### config.mk
export PLATFORM = sky130hd
export DESIGN_NAME = tt_um_mac
export DESIGN_NICKNAME = d
export VERILOG_FILES = /design/src/rtl/tt_um_mac.sv
export SDC_FILE = /design/constraint.sdc
export NUM_CORES = 1
export LEC_CHECK = 0
export BUFFER_PORTS_ARGS = -buffer_cell sky130_fd_sc_hd__buf_4
export CORE_UTILIZATION = 62
export CTS_CLUSTER_DIAMETER = 30
export CTS_CLUSTER_SIZE = 30
export DETAILED_ROUTE_END_ITERATION = 12
export GPL_ROUTABILITY_DRIVEN = 0
export PLACE_DENSITY = 0.87
export SYNTH_ARGS = -nofsm -noshare
export SYNTH_HDL_FRONTEND = slang
export SYNTH_SLANG_ARGS = --single-unit
### constraint.sdc
create_clock -name clk -period 11.4 [get_ports clk]
set_input_delay 2.28 -clock clk [delete_from_list [all_inputs] [get_ports clk]]
set_output_delay 2.28 -clock clk [all_outputs]
set_load 0.01 [all_outputs]
### src/rtl/tt_um_mac.sv
// tt_um_mac: instruction-driven 6x6 multiply-accumulate engine.
// One 8-bit instruction per clock on ui_in ([7:6] opcode, [5:0] operand).
// The 16-bit result register is presented on uo_out (low) / uio_out (high).
// rst_n keeps its historical name but is a synchronous, active-high reset.
module tt_um_mac (
  input  logic       clk,
  input  logic       rst_n,
  input  logic       ena,
  input  logic [7:0] ui_in,
  input  logic [7:0] uio_in,
  output logic [7:0] uo_out,
  output logic [7:0] uio_out,
  output logic [7:0] uio_oe,
  output logic [7:0] acc_debug,
  output logic [3:0] state_debug
);

  // State codes are visible on state_debug, so they are fixed explicitly.
  typedef enum logic [3:0] {
    ST_IDLE  = 4'd0,
    ST_LOAD  = 4'd1,
    ST_MAC   = 4'd2,
    ST_STORE = 4'd3
  } state_t;

  typedef enum logic [1:0] {
    OP_NOP   = 2'b00,
    OP_LOAD  = 2'b01,
    OP_MAC   = 2'b10,
    OP_STORE = 2'b11
  } opcode_t;

  state_t      state, state_next;
  logic [5:0]  a_reg, a_next;
  logic [15:0] acc, acc_next;
  logic [15:0] res, res_next;

  opcode_t     opcode;
  logic [5:0]  operand;
  logic [11:0] product;

  // uio_in has no function; it is folded into a sink so nothing depends on it.
  logic unused_inputs;
  assign unused_inputs = &{1'b0, uio_in};

  assign opcode  = opcode_t'(ui_in[7:6]);
  assign operand = ui_in[5:0];

  // Unsigned 6x6 multiply; full 12-bit product, no truncation.
  assign product = a_reg * operand;

  // Decode and execute the current instruction into next-register values.
  always_comb begin
    // NOTE: every output of this block gets a default first so that no path
    // leaves a variable unassigned, which would otherwise infer a latch.
    state_next = state;
    a_next     = a_reg;
    acc_next   = acc;
    res_next   = res;

    if (ena) begin
      unique case (opcode)
        OP_NOP: begin
          state_next = ST_IDLE;
        end
        OP_LOAD: begin
          state_next = ST_LOAD;
          a_next     = operand;
        end
        OP_MAC: begin
          state_next = ST_MAC;
          // Wraps modulo 2^16 by construction of the 16-bit sum.
          acc_next   = acc + {4'b0000, product};
        end
        OP_STORE: begin
          state_next = ST_STORE;
          // RES captures the pre-edge accumulator even on store-and-clear.
          res_next   = acc;
          if (operand[0]) acc_next = '0;
        end
        default: begin
          state_next = ST_IDLE;
        end
      endcase
    end
  end

  // State register; synchronous reset has priority over ena and instructions.
  always_ff @(posedge clk) begin
    // NOTE: sequential state uses non-blocking assignments so every register
    // samples the pre-edge values regardless of statement order.
    if (rst_n) begin
      state <= ST_IDLE;
    end else begin
      state <= state_next;
    end
  end

  // Datapath registers: operand A, accumulator and result.
  always_ff @(posedge clk) begin
    if (rst_n) begin
      a_reg <= '0;
      acc   <= '0;
      res   <= '0;
    end else begin
      a_reg <= a_next;
      acc   <= acc_next;
      res   <= res_next;
    end
  end

  // Outputs come straight from registers; no combinational path from ui_in.
  assign uo_out      = res[7:0];
  assign uio_out     = res[15:8];
  assign uio_oe      = 8'hFF;
  assign acc_debug   = acc[7:0];
  assign state_debug = state;

endmodule

==> flow_results.org <==
** Synthesis
- The share of the Yosys chip area taken by registers is 0.241.
- Largest area contributor in the synthesized netlist :: sky130_fd_sc_hd__dfxtp_1
- In the synthesized netlist, the number of instances is 397.
- Proportion of register bits with asynchronous set or reset after synthesis :: 0
- Per-instance average area after synthesis :: 8.37 um^2
- Register bit count reported by yosys :: 40
- The cell area that synthesis handed to floorplanning was 3320 um^2.
- Predominant post-synthesis flop cell :: sky130_fd_sc_hd__dfxtp_1
- The synthesized design contains 0 enable-type register cells.
- Share of the synthesized area in the top cell type :: 0.241
- Largest cells by area after synthesis :: sky130_fd_sc_hd__dfxtp_1, sky130_fd_sc_hd__fa_1, sky130_fd_sc_hd__ha_1
- Count of cell types in the netlist :: 48
- During synthesis, Yosys emitted a total of 0 warnings.

** Cells and area
- In the final layout, the share of cells above drive strength 1 is 0.122.
- Compared with the post-synthesis result, the final layout area differs by 9.94%.
- Antenna diode count :: 0
- Post-route non-filler standard cell count :: 489
- Post-Layout Inst Area :: 3650 um^2
- Final #Nets :: 493

** Clock tree
- Depth of the CTS H-tree :: 2
- The tree is rooted in a sky130_fd_sc_hd__clkbuf_8.
- Number of buffers inserted by hold repair at cts :: 0
- After clock tree synthesis, the setup repair step added 0 buffers.
- Clock tree from TritonCTS :: built
- In this run the deepest clock path goes through 2 buffers.
- Clock transition at path regs :: 0.08 ns
- At the later pin of the worst-skew pair, clock insertion delay measures 0.29 ns.
- Cts bufs inserted :: 5
- Once the clock tree was built, the resizer swapped 0 gates to a different size.
- Sinks on the clock net :: 40

** Power
- Leakage dissipation :: 1.82 nW
- Peak ir drop on the vdd network :: 58.2 uV
- Power density normalized to cell area :: 88.7 nW/um^2

** STA
- At the pin with the least slew margin, the transition time is 0.759 ns.
- Fin Clk Skew :: 0.00430 ns
- Min setup slack post-route :: 5.21 ns
- Headroom to the max-slew limit came out at 0.490.
- The count of final max-slew check failures was 0.
- The smallest clock period supported by the final layout is computed as 6.19 ns.
- Setup total negative slack on the finished layout was measured at 0 ns.
- Final worst path period share :: 0.543
- Setup repair after global routing missed its margin :: false
- # setup viols final :: 0
- For this run, the top clock speed supported by timing is 162 MHz.
- Number of hold violations in the final report :: 0

** Routing
- After detailed routing, the number of vias per cell comes to 5.49.
- The detail route stage leaves a number of antenna-violating nets equal to 0.
- Dividing the detail-routed wire length by the instance count gives 14.1 um.
- Total Routed Length :: 6.88 mm
- In this run, the number of DRC markers left after iteration 0 of detailed routing was 131.
- Number of vias after detailed routing :: 2,684
- The first detailed-routing pass took 6 iterations.
- DRC violations left :: 0

** Critical path
- Source of the worst register-to-register timing path :: a_reg[3]
- Biggest fanout along the worst timing path :: 7
- Endpoint kind of the worst setup timing path :: flop
- Tracing the worst setup path back leads to its startpoint at ui_in[2].
- Required time of the critical path :: 11.59 ns
- Critical Path AT :: 6.38 ns
- Startpoint-to-endpoint class of the critical path :: in2reg
- STA classifies the critical path startpoint as an input port.

** Flow run
- Number of maximum-capacitance violations :: 0

** Floorplan
- The die covers 5660 um^2.
- During I/O placement, the number of pins put on the boundary was 55.
- Core region area :: 5140 um^2
- For this configuration, the core starts out at a cell density of 0.647.
- Die Y :: 75.2 um
- Site row count :: 26
- From left edge to right edge, the die measures 75.2 um.

** Global route
- Vias in the first global route :: 2,577
- Summed over all layers, the global routing overflow is 0.
- Initial antenna violation count :: 0
- Largest net degree at the start of global routing :: 36
- Across every metal layer, demand over resource in global routing totals 0.270.
- First-pass GRT wire length :: 11.5 mm

** Place
- Port Buf Inserts :: 36
- Detail Placement HPWL :: 5.15 mm
- The number of placed instances, taps included, is 482.
- Timing analysis after detailed placement gives a worst setup slack of 4.92 ns.
- The placed instances occupy a cell area of 3530 um^2.

** Min path
- Startpoint of the lowest-slack hold path :: res[13]
- In this run the worst hold path is classified as reg2reg.

** Outcome
- Run status :: complete, no violations
==> Yosys cell counts, types with 3 or more instances <==
library cell,number
sky130_fd_sc_hd__inv_1,60
sky130_fd_sc_hd__nand2_1,54
sky130_fd_sc_hd__dfxtp_1,40
sky130_fd_sc_hd__a21oi_1,29
sky130_fd_sc_hd__ha_1,29
sky130_fd_sc_hd__and2_1,27
sky130_fd_sc_hd__fa_1,26
sky130_fd_sc_hd__nor2_1,21
sky130_fd_sc_hd__buf_4,18
sky130_fd_sc_hd__nand3_1,9
sky130_fd_sc_hd__clkbuf_1,8
sky130_fd_sc_hd__mux2i_1,8
sky130_fd_sc_hd__a22o_1,6
sky130_fd_sc_hd__nand2b_1,5
sky130_fd_sc_hd__xnor2_1,5
sky130_fd_sc_hd__a21o_1,4
sky130_fd_sc_hd__a22oi_1,3
sky130_fd_sc_hd__and3_1,3
sky130_fd_sc_hd__nor2b_1,3
sky130_fd_sc_hd__nor3_1,3
sky130_fd_sc_hd__o21ai_0,3
sky130_fd_sc_hd__xor2_1,3
==> per-layer routing <==
layer | up-vias | global-route usage | part of all wire
li1 | 1296 | - | -
met1 | 1298 | 0.321 | 0.42
met2 | 73 | 0.488 | 0.52
met3 | 17 | 0.0495 | 0.035
met4 | 0 | 0.0967 | 0.020
met5 | - | 0 | 0
==> layout make-up <==
| class | count | area [um^2] |
|---|---|---|
| inverters | 60 | 225 |
| multi-input cells | 276 | 2140 |
| clock inverters | 2 | 60.1 |
| flip-flops and latches | 40 | 801 |
| clock buffers | 5 | 68.8 |
| fillers | 420 | 1490 |
| well taps | 70 | 87.6 |
| repair buffers | 36 | 270 |
==> worst max-delay path, cell delays in order <==
cell	delay, ns
sky130_fd_sc_hd__buf_4	0.13
sky130_fd_sc_hd__and2_1	0.16
sky130_fd_sc_hd__fa_1	0.54
sky130_fd_sc_hd__inv_1	0.05
sky130_fd_sc_hd__fa_1	0.48
sky130_fd_sc_hd__inv_1	0.06
sky130_fd_sc_hd__fa_1	0.53
sky130_fd_sc_hd__inv_1	0.05
sky130_fd_sc_hd__fa_1	0.50
sky130_fd_sc_hd__inv_1	0.04
sky130_fd_sc_hd__ha_1	0.32
sky130_fd_sc_hd__nor2b_1	0.14
sky130_fd_sc_hd__a311o_2	0.41
sky130_fd_sc_hd__a311oi_2	0.35
sky130_fd_sc_hd__xnor2_1	0.12
sky130_fd_sc_hd__a22o_1	0.21
==> where the power goes <==
part           leakage (nW)  internal (mW)  switching [mW]
combinational          1.43         0.0160          0.0271
sequential            0.323          0.141         0.00223
clock                0.0642         0.0862          0.0513
total                  1.82          0.244          0.0807
==> final timing paths <==
path                                end  slack [ns]  cells after the start
worst min-delay path            res[13]        0.45                      2
worst max register to register  acc[10]        6.90                     15
worst min register to register  res[13]        0.45                      2
worst max-delay path            acc[10]        5.21                     16
==> metrics by stage <==
stage | hold slack, ns | utilization | total power, mW
after floorplan | 0.445 | - | 0.180
after global placement | 0.443 | 0.686 | 0.188
after detailed placement | 0.449 | 0.686 | 0.189
after CTS | 0.460 | 0.711 | 0.326
after global routing | 0.478 | 0.711 | 0.337
final | 0.455 | 0.711 | 0.324
==> kinds of logic (layout without fill, tap and decap cells) <==
group / count (synthesis) / after routing / share of synthesized area
AND/OR/NAND/NOR: 130 / 130 / 0.185
buffers and inverters: 89 / 103 / 0.124
AO/OA/AOI/OAI: 65 / 65 / 0.137
adder cells (fa/ha/maj): 55 / 55 / 0.266
flip-flops: 40 / 40 / 0.241
XOR/XNOR: 8 / 8 / 0.0211
multiplexers: 8 / 8 / 0.0241
other: 2 / 10 / 0.00226
==> placed cells by master, fill, tap and decap left out, drive strengths merged, types with 2 or more instances in the layout <==
| cell | netlist | final |
|---|---|---|
| inv | 60 | 60 |
| a21oi | 31 | 31 |
| bufinv | 0 | 2 |
| nor2 | 21 | 21 |
| a22oi | 3 | 3 |
| buf | 20 | 36 |
| a21o | 4 | 4 |
| o21ai | 3 | 3 |
| and3 | 3 | 3 |
| and2 | 27 | 27 |
| a311oi | 3 | 3 |
| nand3 | 9 | 9 |
| dfxtp | 40 | 40 |
| o211ai | 2 | 2 |
| nand2 | 54 | 54 |
| xnor2 | 5 | 5 |
| a211o | 2 | 2 |
| mux2i | 8 | 8 |
| nor3 | 3 | 3 |
| conb | 2 | 10 |
| a22o | 6 | 6 |
| nor2b | 3 | 3 |
| fa | 26 | 26 |
| clkbuf | 9 | 5 |
| nand2b | 5 | 5 |
| ha | 29 | 29 |
| xor2 | 3 | 3 |
Power figures use the tool's default switching activity.
